[config.mk]
export PLATFORM = sky130hd
export DESIGN_NAME = stack_pointer_ctrl
export DESIGN_NICKNAME = d
export VERILOG_FILES = /design/src/rtl/stack_pointer_ctrl_pkg.sv /design/src/rtl/sp_watermark_tracker.sv /design/src/rtl/stack_pointer_ctrl.sv
export SDC_FILE = /design/constraint.sdc
export NUM_CORES = 1
export LEC_CHECK = 0
export CORE_MARGIN = 3
export CORE_UTILIZATION = 49
export CTS_CLUSTER_SIZE = 24
export DETAILED_ROUTE_END_ITERATION = 12
export HOLD_SLACK_MARGIN = 0.05
export PLACE_DENSITY = 0.78
export SLEW_MARGIN = 20
export SYNTH_ARGS = -nofsm -noshare
export SYNTH_HDL_FRONTEND = slang
export SYNTH_HIERARCHICAL = 1
export SYNTH_SLANG_ARGS = --single-unit
[constraint.sdc]
create_clock -name clock -period 4.2 [get_ports clock]
set_input_delay 0.63 -clock clock [delete_from_list [all_inputs] [get_ports clock]]
set_output_delay 0.63 -clock clock [all_outputs]
set_load 0.02 [all_outputs]
[src/rtl/stack_pointer_ctrl_pkg.sv]
//==============================================================================
// Module  : stack_pointer_ctrl_pkg
// Brief   : Stack command encodings and default geometry for the stack SP.
// Revision: 1.0 - initial release
//==============================================================================
`default_nettype none

package stack_pointer_ctrl_pkg;

    typedef enum logic [1:0] {
        stackPointerDef  = 2'b00,
        stackPointerPop  = 2'b01,
        stackPointerPush = 2'b10,
        stackPointerRepl = 2'b11
    } sp_cmd_e;

    localparam int unsigned C_DEFAULT_BASE_ADDR = 222;
    localparam int unsigned C_DEFAULT_DEPTH     = 34;

endpackage

`default_nettype wire

[src/rtl/sp_watermark_tracker.sv]
//==============================================================================
// Module  : sp_watermark_tracker
// Brief   : Maximum stack occupancy since reset or the last error clear.
// Revision: 1.0 - initial release
//==============================================================================
`default_nettype none

module sp_watermark_tracker #(
    parameter int CNT_W = 6
) (
    input  logic             clock,
    input  logic             reset,
    input  logic [CNT_W-1:0] count_i,
    input  logic             clear_err_i,
    output logic [CNT_W-1:0] high_water_o
);

    logic [CNT_W-1:0] high_water_q;
    logic [CNT_W-1:0] high_water_d;

    // count_i is the occupancy about to be registered, so the mark moves on the same edge.
    always_comb begin
        high_water_d = high_water_q;
        if (clear_err_i) begin
            high_water_d = count_i;
        end else if (count_i > high_water_q) begin
            high_water_d = count_i;
        end
    end

    always_ff @(posedge clock) begin
        if (reset) begin
            high_water_q <= '0;
        end else begin
            high_water_q <= high_water_d;
        end
    end

    assign high_water_o = high_water_q;

endmodule

`default_nettype wire

[src/rtl/stack_pointer_ctrl.sv]
//==============================================================================
// Module  : stack_pointer_ctrl
// Brief   : Stack pointer / occupancy controller with push, pop, replace and
//           sticky overflow/underflow errors. Define STACK_WATERMARK_EN to add
//           the high_water output.
// Revision: 1.0 - initial release
//==============================================================================
`default_nettype none

module stack_pointer_ctrl
    import stack_pointer_ctrl_pkg::*;
#(
    parameter int ADDR_W    = 32,
    parameter int BASE_ADDR = C_DEFAULT_BASE_ADDR,
    parameter int DEPTH     = C_DEFAULT_DEPTH,
    parameter int CNT_W     = 6
) (
    input  logic              clock,
    input  logic              reset,
    input  logic [1:0]        newSP,
    input  logic              clear_err,
    output logic [ADDR_W-1:0] SP,
    output logic [ADDR_W-1:0] top_addr,
    output logic [CNT_W-1:0]  count,
    output logic              empty,
    output logic              full,
    output logic              op_reject,
`ifdef STACK_WATERMARK_EN
    output logic [CNT_W-1:0]  high_water,
`endif
    output logic              overflow_err,
    output logic              underflow_err
);

    localparam logic [ADDR_W-1:0] C_BASE  = ADDR_W'(BASE_ADDR);
    localparam logic [CNT_W-1:0]  C_DEPTH = CNT_W'(DEPTH);

    sp_cmd_e           cmd;
    logic [ADDR_W-1:0] sp_q, sp_d;
    logic [CNT_W-1:0]  count_q, count_d;
    logic              reject_q, reject_d;
    logic              ovf_q, ovf_d;
    logic              unf_q, unf_d;
    logic              ovf_set, unf_set;
    logic              empty_w, full_w;

    assign cmd     = sp_cmd_e'(newSP);
    assign empty_w = (count_q == '0);
    assign full_w  = (count_q == C_DEPTH);

    always_comb begin
        sp_d     = sp_q;
        count_d  = count_q;
        ovf_set  = 1'b0;
        unf_set  = 1'b0;
        unique case (cmd)
            stackPointerDef: ;
            stackPointerPush: begin
                if (full_w) begin
                    ovf_set = 1'b1;
                end else begin
                    sp_d    = sp_q + ADDR_W'(1);
                    count_d = count_q + CNT_W'(1);
                end
            end
            stackPointerPop: begin
                if (empty_w) begin
                    unf_set = 1'b1;
                end else begin
                    sp_d    = sp_q - ADDR_W'(1);
                    count_d = count_q - CNT_W'(1);
                end
            end
            stackPointerRepl: begin
                // Data path overwrites the top slot; only the empty case matters here.
                unf_set = empty_w;
            end
            default: ;
        endcase
        reject_d = ovf_set | unf_set;
        // A fresh error outranks a simultaneous clear.
        ovf_d    = ovf_set | (ovf_q & ~clear_err);
        unf_d    = unf_set | (unf_q & ~clear_err);
    end

    always_ff @(posedge clock) begin
        if (reset) begin
            sp_q     <= C_BASE;
            count_q  <= '0;
            reject_q <= 1'b0;
            ovf_q    <= 1'b0;
            unf_q    <= 1'b0;
        end else begin
            sp_q     <= sp_d;
            count_q  <= count_d;
            reject_q <= reject_d;
            ovf_q    <= ovf_d;
            unf_q    <= unf_d;
        end
    end

    always_ff @(posedge clock) begin
        if (!reset) begin
            assert (sp_q == C_BASE + ADDR_W'(count_q))
                else $error("stack pointer out of step with occupancy");
        end
    end

    assign SP            = sp_q;
    assign top_addr      = empty_w ? C_BASE : (sp_q - ADDR_W'(1));
    assign count         = count_q;
    assign empty         = empty_w;
    assign full          = full_w;
    assign op_reject     = reject_q;
    assign overflow_err  = ovf_q;
    assign underflow_err = unf_q;

`ifdef STACK_WATERMARK_EN
    sp_watermark_tracker #(
        .CNT_W (CNT_W)
    ) u_watermark (
        .clock        (clock),
        .reset        (reset),
        .count_i      (count_d),
        .clear_err_i  (clear_err),
        .high_water_o (high_water)
    );
`endif

endmodule

`default_nettype wire

==> results of run 1 <==
layer usage:
| layer | vias to the layer above | share of wire [%] | GRT usage (%) |
|---|---|---|---|
| met4 | 0 | 1.8 | 9.18 |
| met2 | 170 | 48 | 40.4 |
| met1 | 1792 | 43 | 33.0 |
| met3 | 17 | 7.4 | 4.17 |
| li1 | 1842 | - | - |
| met5 | - | 0 | 0 |
worst paths after layout:
path,to,slack [ns],cells after the start
setup / recovery,top_addr[28],0.47,8
hold / removal,overflow_err,0.48,2
setup reg to reg,SP[17],1.22,5
hold reg to reg,overflow_err,0.48,2
cell usage in the layout (no fill, tap or decap), drive strengths merged, types with 5 or more instances in the layout:
cell type	count
o21ai	16
clkdlybuf4s50	79
a211oi	5
buf	15
ha	6
nand2b	7
or4	6
nand4	17
nand2	27
nor2	59
nor2b	14
nand3	28
dfxtp	41
xnor2	13
clkbuf	7
mux2	13
a21oi	33
or3	18
xor2	13
nor4	22
nor3	21
inv	10
and3	7
through the flow:
step / utilization, % / std cells / worst slack [ns] / hold slack, ns
4_1_cts: 64.3 / 631 / 0.494 / 0.479
6_report: 64.3 / 631 / 0.468 / 0.483
2_1_floorplan: - / 481 / 1.05 / 0.547
3_3_place_gp: 62.8 / 623 / 0.877 / 0.463
3_5_place_dp: 62.8 / 623 / 0.833 / 0.464
5_1_grt: 64.3 / 631 / 0.302 / 0.491
Yosys cell counts (3+ instances only):
master / count / area (um2)
ha_1: 6 / 75.1
nand2b_1: 7 / 43.8
a21o_1: 3 / 22.5
clkbuf_1: 30 / 113
nor3_1: 19 / 95.1
nor2_1: 58 / 218
xor2_1: 13 / 114
nand2_1: 27 / 101
xnor2_1: 13 / 114
or3b_2: 3 / 26.3
dfxtp_1: 41 / 821
nand4_1: 17 / 106
or4_1: 5 / 37.5
buf_2: 10 / 50.1
or3_1: 18 / 113
buf_1: 5 / 18.8
inv_1: 10 / 37.5
o21bai_1: 3 / 22.5
a31oi_1: 4 / 25.0
nand3b_1: 3 / 22.5
a21oi_1: 33 / 165
nor4_1: 18 / 113
o22ai_1: 4 / 25.0
o211ai_1: 4 / 30.0
nor2b_1: 14 / 87.6
buf_6: 3 / 33.8
nor4_4: 3 / 63.8
or2_2: 3 / 18.8
mux2_2: 13 / 146
a211oi_1: 5 / 37.5
a32oi_1: 4 / 35.0
nand3_1: 27 / 135
and3_1: 7 / 43.8
o21a_1: 3 / 22.5
o21ai_0: 16 / 80.1
state kept, by name, indices dropped and copies added (netlist names):
signal / count
SP: 32
underflow_err: 1
op_reject: 1
overflow_err: 1
count: 6
report_power, final:
part           leakage [nW]  total, mW  switching [mW]  internal, mW
clock network        0.0542      0.299           0.150         0.149
logic                  1.14      0.427           0.262         0.164
registers             0.332      0.444          0.0357         0.409
total                  1.53       1.17           0.448         0.722
worst reg2reg max path, delay by kind of cell (launching register included):
kind / cells / cell delay (ns)
flops: 1 / 0.68
simple gates: 3 / 1.84
compound gates: 2 / 0.40
logic make-up (layout without fill, tap and decap cells):
kind of cell	Yosys count	in the layout	share of synthesized area, %
and+or+nand+nor	241	241	38.3
DFF	41	41	23.6
buffers and inverters	59	113	7.37
muxes	15	15	4.78
AOI/OAI and AO/OA	92	92	16.6
xor gates and xnor gates	26	26	6.54
adders and majority gates	7	7	2.73
layout make-up:
type | instances | area share (%)
inverter | 11 | 0.940
sequential | 41 | 18.7
clock buffer | 7 | 2.19
timing repair buffer | 94 | 20.6
multi-input combinational | 381 | 54.8
tap | 96 | 2.74
clock inverter | 1 | 0.114
==> results.toml, run 1 <==
[critical_path]
path_cells = "inv_1 > ha_1 > or4b_1 > nor2_2 > nand4_1 > or3_1 > nand2_1 > clkdlybuf4s50_1"
slowest_delay_ns = 0.59
timing.rr.start = "SP[4]"
crit_path_end_kind = "primary output"
crit_arrival_ns = 3.10
crit_fanout = 8
cp.required_ns = 3.57
critical_path.startpoint_type = "flop"
slowest_stage = "clkdlybuf4s50_1"
path_buf_inv = 2
startpoint = "SP[0]"
critical-path-top-delay-family = "simple AND/OR/NAND/NOR gates"
setup.worst_path.class = "reg -> out"

[route]
drt-pass1-iter-count = 7
drc = 0
vias = 3821
wl_per_cell_um = 16.2
first_iter_violations = 304
viasPerCell = 6.06
ant_nets = 0
drt-total-wl_mm = 10.2

[hold_path]
hold_path_class = "reg -> reg"
worstHoldStart = "overflow_err"

[synthesis]
avgSynthCellArea_um2 = 7.23
ys_types = 57
synth_nets = 493
yosys_most_used_dff = "dfxtp_1"
async_flop_share_pct = 0
syn-cell-area_mm2 = 0.00348
ys_seq_area_share_pct = 23.6
synth_edf_count = 0
yosysWarningCount = 6
yosys_register_bits = 41
synth_cells = 481

[floorplan]
start_util_pct = 50.9
core_mm2 = 0.00683
die_h_um = 90.3
ioPinCount = 80
die_x_um = 90.3
die_area_mm2 = 0.00815
core.rowCount = 30

[global_route]
grt_usage_pct = 24.8
overflow = 0
grt_max_degree = 31
grt_pass1_wl_mm = 17.1
grt_pass1_vias = 3482
antenna_found_initial = 0

[sta]
max_clock_freq_mhz = 268
timing.final.crit_share_pct = 88.9
finalMaxSlewViolations = 0
fin_crit_ns = 3.73
tns_ns = 0
tightestPinTransition_ns = 1.09
skew_ns = 0.00768
finalSetupViolCount = 0
max_slew_margin_pct = 26.9
hold_viol_final = 0
rsz0062_at_grt = "false"

[placement]
dp_hpwl_mm = 7.31
postPlaceCellArea_mm2 = 0.00429
globalplace.congestion = 0.980
io_buffers = 79

[clocking]
cts_hold_buf = 0
clk_path_buf_depth = 2
cts_resized = 0
htreeDepth = 2
cts.sink_count = 41
cts-buffers-inserted = 5
cts_tree = "yes"
post-cts-setup-buffers = 0
root_buffer = "clkbuf_8"
clk_latency_ns = 0.30
clkTransAtPathRegs_ns = 0.08

[pwr]
totalPowerFinal_mw = 1.17
power_density_mw_per_mm2 = 267
leakagePower_nw = 1.53
ir_drop_mv = 0.253

[finish]
fin_area_mm2 = 0.00439
fin_nets = 546
drive_above_1_share_pct = 10.1
multi_input_area_mm2 = 0.00240
synthToLayoutAreaGrowth_pct = 26.2
fillers = 656
diodes = 0
regArea_um2 = 821

[outcome]
status = "complete, no violations"

[run]
drv_cap = 0
Note: power is estimated with default switching activity, not from simulation.
==> run 2, diff against run 1 <==
Settings changed: SLEW_MARGIN 20 to 0.
==> results of run 2 <==
Same layout as run 1: the final DEF is identical, and so are final timing and power.
